File: src/rtl/prince_sbox_stage.sv
// PRINCE S-layer stage: key/constant add, then 16 parallel 4-bit S-boxes, two elastic registers.
// Optional inverse S-box path is enabled by defining PRINCE_SBOX_INV_EN.
module prince_sbox_stage #(
  parameter int unsigned DATA_W  = 64,
  parameter bit          KEY_ADD = 1'b1
) (
  input  logic              clk,
  input  logic              rst_n,
  input  logic              in_valid,
  output logic              in_ready,
  input  logic [DATA_W-1:0] in_data,
  input  logic [DATA_W-1:0] rk_in,
  input  logic [DATA_W-1:0] rc_in,
  input  logic              in_inv,
  output logic              out_valid,
  input  logic              out_ready,
  output logic [DATA_W-1:0] out_data,
  output logic              busy
);

  localparam int unsigned NumNibbles = 16;

  if (DATA_W != 64) begin : g_bad_width
    $error("prince_sbox_stage: DATA_W must be 64");
  end

  function automatic logic [3:0] sbox_fwd(input logic [3:0] x);
    logic [3:0] y;
    y = 4'h0;
    unique case (x)
      4'h0: y = 4'hB;
      4'h1: y = 4'hF;
      4'h2: y = 4'h3;
      4'h3: y = 4'h2;
      4'h4: y = 4'hA;
      4'h5: y = 4'hC;
      4'h6: y = 4'h9;
      4'h7: y = 4'h1;
      4'h8: y = 4'h6;
      4'h9: y = 4'h7;
      4'hA: y = 4'h8;
      4'hB: y = 4'h0;
      4'hC: y = 4'hE;
      4'hD: y = 4'h5;
      4'hE: y = 4'hD;
      4'hF: y = 4'h4;
    endcase
    return y;
  endfunction

`ifdef PRINCE_SBOX_INV_EN
  function automatic logic [3:0] sbox_inv(input logic [3:0] x);
    logic [3:0] y;
    y = 4'h0;
    unique case (x)
      4'h0: y = 4'hB;
      4'h1: y = 4'h7;
      4'h2: y = 4'h3;
      4'h3: y = 4'h2;
      4'h4: y = 4'hF;
      4'h5: y = 4'hD;
      4'h6: y = 4'h8;
      4'h7: y = 4'h9;
      4'h8: y = 4'hA;
      4'h9: y = 4'h6;
      4'hA: y = 4'h4;
      4'hB: y = 4'h0;
      4'hC: y = 4'h5;
      4'hD: y = 4'hE;
      4'hE: y = 4'hC;
      4'hF: y = 4'h1;
    endcase
    return y;
  endfunction
`endif

  logic [DATA_W-1:0] r_s1_data;
  logic              r_s1_valid;
  logic [DATA_W-1:0] r_s2_data;
  logic              r_s2_valid;
  logic              r_rdy_en;

  logic              w_s2_adv;
  logic              w_s1_adv;
  logic              w_accept;
  logic [DATA_W-1:0] w_s1_next;
  logic [DATA_W-1:0] w_s2_next;

  // in_ready depends combinationally on out_ready through the advance chain.
  assign w_s2_adv = !r_s2_valid || out_ready;
  assign w_s1_adv = !r_s1_valid || w_s2_adv;
  assign in_ready = w_s1_adv && r_rdy_en;
  assign w_accept = in_valid && in_ready;

  always_comb begin
    w_s1_next = in_data;
    if (KEY_ADD) begin
      w_s1_next = in_data ^ rk_in ^ rc_in;
    end
  end

`ifdef PRINCE_SBOX_INV_EN
  logic r_s1_inv;

  always_comb begin
    w_s2_next = '0;
    for (int i = 0; i < NumNibbles; i++) begin
      w_s2_next[4*i +: 4] = r_s1_inv ? sbox_inv(r_s1_data[4*i +: 4])
                                     : sbox_fwd(r_s1_data[4*i +: 4]);
    end
  end

  always_ff @(posedge clk or negedge rst_n) begin
    if (!rst_n) begin
      r_s1_inv <= 1'b0;
    end else if (w_accept) begin
      r_s1_inv <= in_inv;
    end
  end
`else
  logic w_unused_inv;
  assign w_unused_inv = in_inv;

  always_comb begin
    w_s2_next = '0;
    for (int i = 0; i < NumNibbles; i++) begin
      w_s2_next[4*i +: 4] = sbox_fwd(r_s1_data[4*i +: 4]);
    end
  end
`endif

  // Holds in_ready low for the first cycle after reset release.
  always_ff @(posedge clk or negedge rst_n) begin
    if (!rst_n) begin
      r_rdy_en <= 1'b0;
    end else begin
      r_rdy_en <= 1'b1;
    end
  end

  always_ff @(posedge clk or negedge rst_n) begin
    if (!rst_n) begin
      r_s1_valid <= 1'b0;
      r_s1_data  <= '0;
    end else if (w_s1_adv) begin
      r_s1_valid <= w_accept;
      if (w_accept) begin
        r_s1_data <= w_s1_next;
      end
    end
  end

  always_ff @(posedge clk or negedge rst_n) begin
    if (!rst_n) begin
      r_s2_valid <= 1'b0;
      r_s2_data  <= '0;
    end else if (w_s2_adv) begin
      r_s2_valid <= r_s1_valid;
      if (r_s1_valid) begin
        r_s2_data <= w_s2_next;
      end
    end
  end

  assign out_valid = r_s2_valid;
  assign out_data  = r_s2_data;
  assign busy      = r_s1_valid || r_s2_valid;

endmodule
File: config.mk
export PLATFORM = sky130hd
export DESIGN_NAME = prince_sbox_stage
export DESIGN_NICKNAME = d
export VERILOG_FILES = /design/src/rtl/prince_sbox_stage.sv
export SDC_FILE = /design/constraint.sdc
export NUM_CORES = 1
export LEC_CHECK = 0
export CAP_MARGIN = 20
export CORE_AREA = 4 4 134 136
export CTS_CLUSTER_DIAMETER = 60
export CTS_CLUSTER_SIZE = 8
export DETAILED_ROUTE_END_ITERATION = 10
export DIE_AREA = 0 0 138 140
export GPL_TIMING_DRIVEN = 0
export PLACE_DENSITY = 0.85
export SLEW_MARGIN = 40
export SYNTH_ARGS = -nofsm -noshare
export SYNTH_HDL_FRONTEND = slang
export SYNTH_SLANG_ARGS = --single-unit
File: constraint.sdc
create_clock -name clk -period 2.6 [get_ports clk]
set_input_delay 0.52 -clock clk [delete_from_list [all_inputs] [get_ports clk]]
set_output_delay 0.52 -clock clk [all_outputs]
set_load 0.02 [all_outputs]
==> summary.md <==
| Metric | Value |
|---|---|
| Critical path class | `in2out` |
| Final Instance Area | `roughly 12000 um^2` |
| Worst slew pin tran | `728 ps` |
| Worst vdd ir | `0.480 mV` |
| Register-to-Register Setup Slack | `around 860 ps` |
| CP dominant cell by count | `clkdlybuf4s50_1` |
| Yosys reg bits | `131` |
| Pre-antenna DRT Iters | `5` |
| Cts hold-fix bufs | `0` |
| Die Wd | `138 um` |
| Crit path time final | `2440 ps` |
| Worst Reg-to-Reg Cells | `4` |
| Crit-path cells | `clkdlybuf4s50_1, nand3b_1, and2_1, clkdlybuf4s50_1` |
| Synth top area share | `39.5%` |
| RSZ-0062 raised after global routing | `false` |
| CTS buffer count | `17` |
| Ys flop type | `dfrtp_1` |
| Area grow syn2layout | `42.6%` |
| Root buffer selected by CTS | `clkbuf_16` |
| Mean post-synth cell area | `roughly 11 um^2` |
| Count of pins over their slew limit | `0` |
| Post-synthesis sequential area ratio | `39.5%` |
| Crit path capture type | `output pin` |
| CTS tree | `yes` |
| Final Cycle Share | `a little over nine tenths` |
| CTS Sinks | `131` |
| Sequential share of power | `about 32%` |
| Ys async rst share | `between 90% and 100%` |
| Commonest non-fill, non-tap cell in the layout | `clkdlybuf4s50_1` |
| Area post-placement | `11200 um^2` |
| Syn nets | `1013` |
| Cell Int Power | `6820 uW` |
| Final Worst Setup Slack | `between 150 and 200 ps` |
| Total track usage | `20.9%` |
| Initial core utilization | `49.1%` |
| Yosys top cell by area | `dfrtp_1` |
| Wirelength per Cell | `16.1 um` |
| Worst setup SP type | `input port` |
| Post-synth EDFFs | `0` |
| Top-level port count | `264` |
| Insertion delay to the later sink of the worst-skew pair | `420 ps` |
| Nets | `1295` |
| Worst-path maximum fanout | `3` |
| Clock Power Share | `23.3%` |
| Power density cells | `889 nW/um^2` |
| Net Sw Power | `3720 uW` |
| Share of layout cells above drive strength 1 | `10.8%` |
| Clk_skew | `5.06 ps` |
| Row count | `48` |
| Vias in the first global route | `6441` |
| Place WS | `between 90 and 100 ps` |
| Reg clk slew, reported paths | `60 ps` |
| Core Footprint | `16900 um^2` |
| WP data arrival | `1920 ps` |
| Routed Antenna Nets | `0` |
| Worst endpoint required time | `2080 ps` |
| WP buf/inv | `2` |
| Outcome | `complete, no violations` |
| Final setup violating endpoints | `0` |
| Maximum clock rate | `around 410 MHz` |
| Most frequent cells in the layout | `clkdlybuf4s50_1 (260), dfrtp_1 (131), xnor2_1 (96)` |
| Yosys warning count | `0` |
| Worst hold path type | `in2async` |
| Final hold violations | `0` |
| Gpl congestion | `0.817` |
| Port-buffer cells | `262` |
| Total grt overflow | `0` |
| H-Tree Depth | `4` |
| Max transition margin | `51.5%` |
| FF-to-FF Start | `r_s1_data[45]` |
| Sw Share | `a little over a third` |
| Dpl hpwl | `approximately 15000 um` |
| Pin count of the biggest net entering global routing | `68` |
| MaxCap Viol Count | `0` |
| Vias/cell | `4.98` |
| Netlist Area Pre-Place | `between 8000 and 9000 um^2` |
| CP max stage delay | `630 ps` |
| Worst R2R End | `out_data[44]` |
| Yosys cell types | `29` |
| Antenna diodes | `0` |
| Pleak | `0.00524 uW` |
| Synth top area cells | `dfrtp_1 (39%), ha_1 (11%), xnor2_1 (10%), mux2i_1 (7.8%), mux2_2 (4.5%)` |
| Die ar. | `19300 um^2` |
| Mapped Cells | `746` |
| First-pass GRT wire length | `32400 um` |
| Vias after detailed routing | `6306` |
| Slowest cell on crit path | `clkdlybuf4s50_1` |
| # DRC | `0` |
| WL final | `20400 um` |
| Die Ht | `140 um` |
| Final non-filler cell total | `1266` |
| Number of instances in the placed design | `1234` |
| Initial DRC Count | `212` |
| Logic pwr share | `~44%` |
| CP top delay family | `buffers and inverters` |
| Antenna violations before repair | `0` |
| Clock Path Buffers | `2` |
-- registers in the layout, summed over array words and instances, names as in the netlist --
name        cells
out_data       64
r_s1_data      64
out_valid       1
r_rdy_en        1
r_s1_valid      1
-- cell type report --
| cell class | count | area (um^2) |
|---|---|---|
| repair buffers | 263 | 2650 |
| inverters | 80 | 300 |
| well taps | 225 | 282 |
| multi-input cells | 501 | 4530 |
| fillers | 1267 | 5080 |
| clock inverters | 10 | 130 |
| clock buffers | 22 | 474 |
| plain buffers | 34 | 204 |
| flip-flops and latches | 131 | 3280 |
-- power by group through the flow --
stage | Sequential, uW | Combinational (uW) | Clock, uW
finish | 3410 | 4670 | 2450
global route | 3520 | 5070 | 2580
CTS | 3410 | 4720 | 2490
detailed placement | 3430 | 4680 | 0
global placement | 3390 | 4540 | 0
floorplan | 3960 | 2110 | 0
-- cells in the mapped netlist (7+ instances only) --
master	count
o21ai_0	8
mux2_4	12
o22ai_1	16
dfrtp_1	131
mux2i_1	65
xor2_1	32
inv_1	80
mux2_2	33
o211ai_1	7
a21oi_1	63
ha_1	70
nand2_1	17
clkbuf_1	18
nand2b_1	9
nor3_1	15
a31oi_1	15
xnor2_1	96
mux4_2	16
and2_1	9
nor2_1	8
-- routing by layer --
metal / global-route usage (%) / share of wire, %
met5: 0 / 0
met3: 5.22 / 6.2
met4: 6.14 / 1.6
met1: 24.1 / 39
met2: 38.3 / 53
-- cells by family (layout without fill, tap and decap cells) --
family	count (synthesis)	count (layout)	share of synthesized area, %
XOR/XNOR	128	128	13.5
buffers and inverters	114	409	6.02
AO/OA/AOI/OAI	109	109	7.24
other	1	1	0.0451
adder cells (fa/ha/maj)	70	70	10.5
AND/OR/NAND/NOR	62	62	3.72
flip-flops	131	131	39.5
multiplexers	131	131	19.5
-- worst register-to-register path, delay by kind of cell (launching register included) --
| family | cells | cell delay, ps |
|---|---|---|
| adder cells (fa/ha/maj) | 1 | 300 |
| buffers and inverters | 1 | 140 |
| flip-flops | 1 | 450 |
| multiplexers | 2 | 730 |
-- stage by stage --
stage	power [uW]	TNS (ps)	utilization [%]	hold slack [ps]
3_5_place_dp	8110	0	66.4	495
6_report	10500	0	70.0	38.4
4_1_cts	10600	0	70.0	55.6
5_1_grt	11200	0	70.0	71.4
3_3_place_gp	7930	-554610	66.2	489
2_1_floorplan	6070	0	-	224
-- how the worst max path moves through the flow --
stage	slack, ps	cells after the start	endpoint	start
floorplan	970	6	out_data[0]	out_ready
global placement	-4240	1	r_s1_data[2]	rst_n
detailed placement	90	4	busy	r_s1_valid
CTS	170	4	in_ready	out_ready
global route	110	4	in_ready	r_s1_valid
finish	160	4	in_ready	out_ready
-- what timing repair did --
action,4_1_cts,5_1_grt
setup endpoints to repair,1,0
resized for setup,3,0
buffers inserted,0,0
Power figures use the tool's default switching activity.
